===== src/rtl/lif_neuron_core.sv =====
// lif_neuron_core: one leaky integrate-and-fire neuron with N_IN serial synapses.
//
// Each accepted start runs one timestep: LEAK (v -= v >>> LEAK_SHIFT), ACCUM (one synapse per
// clock, saturating add of the weight when the latched spike bit is set and the neuron is not
// refractory), then FIRE (threshold compare or refractory countdown). Start-to-done latency is
// N_IN+2 cycles.
//
// Ports:
//   clk, rst          - clock (rising edge), asynchronous active-high reset
//   wr_en/addr/data   - weight register write, honoured only while idle
//   threshold         - signed firing threshold, sampled in FIRE
//   start, spikes     - begin a timestep; spikes latched on an accepted start
//   busy              - timestep in progress
//   done, spike_out   - one-cycle completion pulse and fire flag
//   v_mem             - registered signed membrane potential
//   refrac_active     - refractory counter nonzero
module lif_neuron_core #(
    parameter int unsigned N_IN       = 8,
    parameter int unsigned W_WIDTH    = 8,
    parameter int unsigned ACC_WIDTH  = 16,
    parameter int unsigned LEAK_SHIFT = 4,
    parameter int unsigned REFRAC     = 2
) (
    input  logic                      clk,
    input  logic                      rst,
    input  logic                      wr_en,
    input  logic [$clog2(N_IN)-1:0]   wr_addr,
    input  logic [W_WIDTH-1:0]        wr_data,
    input  logic [ACC_WIDTH-1:0]      threshold,
    input  logic                      start,
    input  logic [N_IN-1:0]           spikes,
    output logic                      busy,
    output logic                      done,
    output logic                      spike_out,
    output logic [ACC_WIDTH-1:0]      v_mem,
    output logic                      refrac_active
);

    localparam int unsigned IdxW = $clog2(N_IN);
    localparam int unsigned CntW = (REFRAC > 0) ? $clog2(REFRAC + 1) : 1;

    typedef enum logic [1:0] {StIdle, StLeak, StAccum, StFire} state_e;

    state_e                      state_q, state_d;
    logic signed [ACC_WIDTH-1:0] v_q, v_d;
    logic [N_IN-1:0]             spk_q, spk_d;
    logic [IdxW-1:0]             idx_q, idx_d;
    logic [CntW-1:0]             cnt_q, cnt_d;
    logic                        done_q, done_d;
    logic                        fire_q, fire_d;
    logic [W_WIDTH-1:0]          w_q [N_IN];

    logic signed [ACC_WIDTH-1:0] leak_v;
    logic signed [ACC_WIDTH:0]   sum;
    logic signed [ACC_WIDTH-1:0] sat_v;
    logic [W_WIDTH-1:0]          w_cur;

    // Leak never overflows: subtracting floor(v / 2^LEAK_SHIFT) moves v toward zero.
    assign leak_v = v_q - (v_q >>> LEAK_SHIFT);
    assign w_cur  = w_q[idx_q];
    assign sum    = {v_q[ACC_WIDTH-1], v_q}
                  + {{(ACC_WIDTH + 1 - W_WIDTH){w_cur[W_WIDTH-1]}}, w_cur};

    // Overflow when the extra sign bit disagrees with the result sign bit.
    always_comb begin
        sat_v = sum[ACC_WIDTH-1:0];
        if (sum[ACC_WIDTH] != sum[ACC_WIDTH-1]) begin
            sat_v = sum[ACC_WIDTH] ? {1'b1, {(ACC_WIDTH - 1){1'b0}}}
                                   : {1'b0, {(ACC_WIDTH - 1){1'b1}}};
        end
    end

    always_comb begin
        state_d = state_q;
        v_d     = v_q;
        spk_d   = spk_q;
        idx_d   = idx_q;
        cnt_d   = cnt_q;
        done_d  = 1'b0;
        fire_d  = 1'b0;
        unique case (state_q)
            StIdle: begin
                if (start) begin
                    spk_d   = spikes;
                    idx_d   = '0;
                    state_d = StLeak;
                end
            end
            StLeak: begin
                v_d     = leak_v;
                state_d = StAccum;
            end
            StAccum: begin
                if (spk_q[idx_q] && (cnt_q == '0)) begin
                    v_d = sat_v;
                end
                if (idx_q == IdxW'(N_IN - 1)) begin
                    state_d = StFire;
                end else begin
                    idx_d = idx_q + 1'b1;
                end
            end
            StFire: begin
                if (cnt_q != '0) begin
                    cnt_d = cnt_q - 1'b1;
                end else if (v_q >= $signed(threshold)) begin
                    fire_d = 1'b1;
                    v_d    = '0;
                    cnt_d  = CntW'(REFRAC);
                end
                done_d  = 1'b1;
                state_d = StIdle;
            end
            default: state_d = StIdle;
        endcase
    end

    always_ff @(posedge clk or posedge rst) begin
        if (rst) begin
            state_q <= StIdle;
            v_q     <= '0;
            spk_q   <= '0;
            idx_q   <= '0;
            cnt_q   <= '0;
            done_q  <= 1'b0;
            fire_q  <= 1'b0;
        end else begin
            state_q <= state_d;
            v_q     <= v_d;
            spk_q   <= spk_d;
            idx_q   <= idx_d;
            cnt_q   <= cnt_d;
            done_q  <= done_d;
            fire_q  <= fire_d;
        end
    end

    // Weights are only writable between timesteps so a run sees a stable weight set.
    always_ff @(posedge clk or posedge rst) begin
        if (rst) begin
            for (int i = 0; i < N_IN; i++) begin
                w_q[i] <= '0;
            end
        end else if (wr_en && (state_q == StIdle)) begin
            w_q[wr_addr] <= wr_data;
        end
    end

    assign busy          = (state_q != StIdle);
    assign done          = done_q;
    assign spike_out     = fire_q;
    assign v_mem         = v_q;
    assign refrac_active = (cnt_q != '0);

endmodule

===== config.mk =====
export PLATFORM = sky130hd
export DESIGN_NAME = lif_neuron_core
export DESIGN_NICKNAME = d
export VERILOG_FILES = /design/src/rtl/lif_neuron_core.sv
export SDC_FILE = /design/constraint.sdc
export NUM_CORES = 1
export LEC_CHECK = 0
export CAP_MARGIN = 20
export CELL_PAD_IN_SITES_DETAIL_PLACEMENT = 1
export CELL_PAD_IN_SITES_GLOBAL_PLACEMENT = 1
export CORE_ASPECT_RATIO = 1.25
export CORE_MARGIN = 10
export CORE_UTILIZATION = 51
export CTS_CLUSTER_SIZE = 10
export DETAILED_ROUTE_END_ITERATION = 10
export PLACE_DENSITY = 0.95
export SYNTH_ARGS = -nofsm -noshare
export SYNTH_HDL_FRONTEND = slang
export SYNTH_SLANG_ARGS = --single-unit

===== constraint.sdc =====
create_clock -name clk -period 9.75 [get_ports clk]
set_clock_uncertainty 0.2 [all_clocks]
set_input_delay 1.95 -clock clk [delete_from_list [all_inputs] [get_ports clk]]
set_output_delay 1.95 -clock clk [all_outputs]
set_load 0.01 [all_outputs]

==> results of run 1 <==
-- cells by family after synthesis --
family | share of synthesized area (%)
flops | 37.5
simple gates | 8.16
mux | 23.1
xor+xnor | 3.21
fa+ha+maj | 11.4
buf+inv | 4.02
compound gates | 12.6
-- cells in the final DEF, fill, tap and decap left out, types with 3 or more instances in the layout --
master,synthesis,routed
dfrtp_1,97,97
mux2_2,93,93
clkdlybuf4s50_1,0,58
ha_1,55,55
inv_1,44,43
nor2_1,31,31
a21oi_1,29,29
nand2_1,24,24
o21ai_0,22,22
mux4_2,18,18
xnor2_1,12,12
o22ai_1,11,11
nor3_1,10,10
a21o_1,9,9
xor2_1,9,9
clkbuf_16,0,9
nand3_1,7,7
nand2b_1,6,6
o21bai_1,6,6
nand4_1,4,4
nor4_1,4,4
o21ai_1,4,4
nor2b_1,4,4
or2_2,4,4
a21oi_2,3,3
and2_1,3,3
o21a_1,3,3
a31oi_1,3,3
mux2i_1,3,3
-- per-stage QoR --
stage	instance area [sq um]	utilization (%)	hold slack (ps)	std cells
4_1_cts	7500	61.1	310	803
2_1_floorplan	6470	-	274	580
6_report	7500	61.1	310	803
5_1_grt	7500	61.1	317	803
3_3_place_gp	7180	58.5	282	787
3_5_place_dp	7180	58.5	293	787
-- cell usage after synthesis, types with 6 or more instances --
library cell  number
a21o_1             9
a21oi_1           29
clkbuf_1           6
dfrtp_1           97
ha_1              55
inv_1             44
mux2_2            93
mux4_2            18
nand2_1           24
nand2b_1           6
nand3_1            7
nor2_1            31
nor3_1            10
o21ai_0           22
o21bai_1           6
o22ai_1           11
xnor2_1           12
xor2_1             9
-- layout make-up --
class | instances | area [sq um]
clock buffers | 9 | 225
clock inverters | 7 | 95.1
fillers | 1321 | 4770
inverters | 44 | 166
multi-input cells | 422 | 3780
flip-flops and latches | 97 | 2430
well taps | 164 | 205
repair buffers | 60 | 596
-- per-layer routing --
| metal | vias up | track usage (%) | share of wire [%] |
|---|---|---|---|
| met5 | - | 0 | 0 |
| met3 | 30 | 4.30 | 3.5 |
| met4 | 0 | 7.01 | 2.1 |
| met2 | 112 | 38.9 | 55 |
| li1 | 2249 | - | - |
| met1 | 2489 | 23.8 | 40 |
-- worst min-delay path by stage --
| stage | slack (ps) | start | endpoint |
|---|---|---|---|
| final | 310 | w_q[62] | w_q[62] |
| after global routing | 320 | w_q[47] | w_q[47] |
| after CTS | 310 | w_q[47] | w_q[47] |
| after detailed placement | 290 | w_q[62] | w_q[62] |
| after global placement | 280 | w_q[58] | w_q[58] |
| after floorplan | 270 | spk_q[2] | spk_q[2] |
-- worst max-delay path: stages --
cell	delay (ps)
clkdlybuf4s50_1	460
inv_1	40
ha_1	350
nand4_1	160
nor4_1	410
a21oi_1	140
and4_1	260
o31ai_2	320
and2_1	680
mux2_2	420
-- state kept, by name, indices dropped and copies added, names as in the netlist --
signal     flops
cnt_q          2
done           1
idx_q          3
spike_out      1
spk_q          8
state_q        2
v_mem         16
w_q           64
==> impl_metrics.yaml, run 1 <==
placed_design:
  gp_congestion: 0.841
  hpwl_microns: 13800
  numPortBuffers: 58
  pre_cts_slack_ps: 4280
grt:
  grt_pass1_vias: 5569
  grt_pass1_wl_microns: 30100
  gr-total-overflow: 0
  antenna_found_initial: 0
  grt_usage_pct: 21.3
  grt_max_degree: 76
synth:
  syn_inst: 580
  synth_top_area_share_pct: 37.5
  yosysTopAreaCell: "dfrtp_1"
  syn_area_per_cell_sq_um: 11.2
  synth-edff-count: 0
  synth_fp_nets: 676
  synthArstFlopShare_pct: 100
  netlist_area_sq_um: 6470
  ys_seq_elements: 97
  synth_seq_area_share_pct: 37.5
  synth.distinct_cells: 69
  synth_flop_cell: "dfrtp_1"
  synth_area_leaders: "dfrtp_1 (38%), mux2_2 (16%), ha_1 (11%), mux4_2 (6.3%), inv_1 (2.6%)"
  yosys_warnings: 0
run:
  maxCapViolations: 0
worst_setup_path:
  path_class: "in2reg"
  startpoint: "threshold[15]"
  rr_endpoint: "v_mem[13]"
  cp.required_ps: 9790
  cp-start-kind: "input pin"
  worstSetupEndpoint: "v_mem[2]"
  worstSetupEndpointType: "flip-flop"
  reg2reg_slack_ps: 4920
  cp_max_fo: 16
  r2r-start: "idx_q[1]"
  arrival_ps: 5190
  ff2ff_path_depth: 12
routing:
  wl_microns: 18500
  vias_per_cell: 6.08
  ant_nets: 0
  drc_errors: 0
  drtPass1Iterations: 4
  drt_iter0_markers: 234
  wl_per_cell_microns: 23.1
  via_count: 4880
timing:
  finalHoldViolCount: 0
  finalCritPeriodShare_pct: 52.8
  fin_crit_ps: 5150
  worstMarginPinSlew_ps: 1020
  setup_viol: 0
  rsz0062_at_grt: "no"
  timing.final.ws_setup_ps: 4600
  timing.fmax_mhz: 194
  tns_ps: 0
  relSlewSlack_pct: 31.4
  finalMaxSlewViolations: 0
clock_network:
  cts.repair.resized: 0
  cts_setup_buffers: 0
  htree_levels: 3
  cts_inserted_buffers: 9
  clk_latency_ps: 360
  cts_tree: "built"
  clock-root-buffer: "clkbuf_16"
  clk_pin_slew_ps: 80
  cts_max_path_buffers: 2
  clock-sinks: 97
  cts_hold_buf: 0
finish:
  antenna_cells: 0
  final_nets: 730
  syn2layout_area_growth_pct: 15.9
  drive_gt1_share_pct: 23.3
hold_path:
  hp-class: "reg2reg"
  hold_path_depth: 1
floorplanning:
  core-area_sq_um: 12300
  fp-row-count: 45
  ios: 59
  die_w_microns: 121
  die_y_microns: 146
  die_area_sq_um: 17600
  initial_core_util_pct: 52.7
run_status:
  status: "finished clean"
Power of run 1 is left out: the tool's default activity adds up to more than one toggle a clock period on the data nets, which glitch-free logic cannot reach.
==> run 2: changes to the inputs <==
--- a/config.mk
+++ b/config.mk
@@ -10,10 +10,10 @@
 export CELL_PAD_IN_SITES_GLOBAL_PLACEMENT = 1
 export CORE_ASPECT_RATIO = 1.25
 export CORE_MARGIN = 10
-export CORE_UTILIZATION = 51
+export CORE_UTILIZATION = 42
 export CTS_CLUSTER_SIZE = 10
 export DETAILED_ROUTE_END_ITERATION = 10
-export PLACE_DENSITY = 0.95
+export PLACE_DENSITY = 0.89
 export SYNTH_ARGS = -nofsm -noshare
 export SYNTH_HDL_FRONTEND = slang
 export SYNTH_SLANG_ARGS = --single-unit
==> constraint.sdc (replaced) <==
create_clock -name clk -period 4.6 [get_ports clk]
set_clock_uncertainty 0.2 [all_clocks]
set_input_delay 0.92 -clock clk [delete_from_list [all_inputs] [get_ports clk]]
set_output_delay 0.92 -clock clk [all_outputs]
set_load 0.01 [all_outputs]
==> run 2 against run 1 <==
  * Via count grew 1.9%
  * First-iteration DRC count shrank 4.7%
  * Die area grew 18%
  * Sequential share of layout area shrank 0.46 points
  * Clock-buffer cell count is the same
  * Largest cell class unchanged
  * Design area grew 1.5%
==> impl_metrics.yaml, run 2 (synthesis results as in run 1) <==
run_status:
  status: "finished clean"
worst_setup_path:
  arrival_ps: 4270
  worstSetupEndpointType: "flip-flop"
  critPathMaxStageDelay_ps: 540
  critPathTopFamily: "multiplexers"
  cp_max_fo: 9
  path_class: "reg2reg"
  crit_chain: "buf_4, mux4_2, mux2_2, ha_1, nor4_1, nor3_2, nand2_1, o21ai_2, xnor3_2, buf_4, nor2_1, o22ai_1, mux2_2"
  crit_slowest_cell: "mux4_2"
  crit_buf_inv: 2
  cp.required_ps: 4630
  cp-start-kind: "flip-flop"
clock_network:
  cts_hold_buf: 0
  htree_levels: 3
  clk_pin_slew_ps: 70
  cts_inserted_buffers: 9
  clock-sinks: 97
  clock-root-buffer: "clkbuf_16"
  cts_tree: "built"
  cts.repair.resized: 0
  cts_max_path_buffers: 2
  clk_latency_ps: 350
  cts_setup_buffers: 0
timing:
  relSlewSlack_pct: 29.2
  finalHoldViolCount: 0
  timing.fmax_mhz: 236
  fin_crit_ps: 4240
  timing.final.ws_setup_ps: 364
  rsz0062_at_grt: "no"
  finalMaxSlewViolations: 0
  worstMarginPinSlew_ps: 1060
  finalCritPeriodShare_pct: 92.1
  setup_viol: 0
  tns_ps: 0
routing:
  wl_per_cell_microns: 22.1
  ant_nets: 0
  wl_microns: 19000
  drtPass1Iterations: 4
  drt_iter0_markers: 223
  drc_errors: 0
  vias_per_cell: 5.79
  via_count: 4974
finish:
  final_nets: 742
  antenna_cells: 0
  final_cell_mix: "dfrtp_1 (95), mux2_2 (93), clkdlybuf4s50_1 (58), ha_1 (55), inv_1 (43)"
  mostFrequentLayoutCell: "dfrtp_1"
  num-fill-cells: 1625
  largest_reg_flops: 64
  syn2layout_area_growth_pct: 17.6
  drive_gt1_share_pct: 25.0
  largest_register: "w_q"
placed_design:
  numPortBuffers: 58
  hpwl_microns: 14200
  pre_cts_slack_ps: 206
  gp_congestion: 0.905
grt:
  antenna_found_initial: 0
  grt_max_degree: 42
  grt_usage_pct: 18.5
  grt_pass1_wl_microns: 30700
  gr-total-overflow: 0
  grt_pass1_vias: 5819
floorplanning:
  ios: 59
  die_y_microns: 159
  die_area_sq_um: 20800
  initial_core_util_pct: 42.9
  core-area_sq_um: 15100
  die_w_microns: 131
  fp-row-count: 50
run:
  maxCapViolations: 0
hold_path:
  hp-class: "reg2reg"
==> run 2: worst paths after layout <==
| path | start | to | slack (ps) | depth (start not counted) |
|---|---|---|---|---|
| max in group asynchronous | rst | w_q[20] | 2630 | 3 |
| hold reg to reg | w_q[40] | w_q[40] | 310 | 1 |
| setup / recovery | idx_q[0] | v_mem[5] | 360 | 13 |
| min in group asynchronous | rst | spk_q[2] | 700 | 2 |
| hold / removal | w_q[40] | w_q[40] | 310 | 1 |
| setup reg to reg | idx_q[0] | v_mem[5] | 360 | 13 |
==> run 2: routing by layer <==
layer  share of wire [%]  GRT usage, %  up-vias
met3                 3.5          2.70       56
met1                  38          19.3     2539
li1                    -             -     2260
met5                   0             0        -
met4                 4.1          9.02        0
met2                  55          34.6      119
==> run 2: area by class of cell <==
cell class                 instances  area [sq um]  area share (%)
clock buffer                       9           225            2.96
clock inverter                     7          61.3           0.805
inverter                          44           166            2.19
multi-input combinational        422          3790            49.7
sequential                        97          2430            31.9
tap                              208           260            3.42
timing repair buffer              72           686            9.00
==> run 2: worst reg2reg max path, delay by kind of cell, from the launching register on <==
kind / cells / cell delay, ps
muxes: 3 / 1130
and+or+nand+nor: 4 / 790
DFF: 1 / 520
buffers and inverters: 2 / 470
xor gates and xnor gates: 1 / 450
adders and majority gates: 1 / 350
AOI/OAI and AO/OA: 2 / 220
==> run 2: metrics by stage <==
step | instances | utilization, % | area, sq um | hold WS (ps)
global route | 859 | 50.5 | 7610 | 312
finish | 859 | 50.5 | 7610 | 308
global placement | 843 | 48.6 | 7320 | 282
floorplan | 580 | - | 6470 | 274
detailed placement | 843 | 48.6 | 7320 | 295
CTS | 859 | 50.5 | 7610 | 308
Power of run 2 is left out for the same reason.
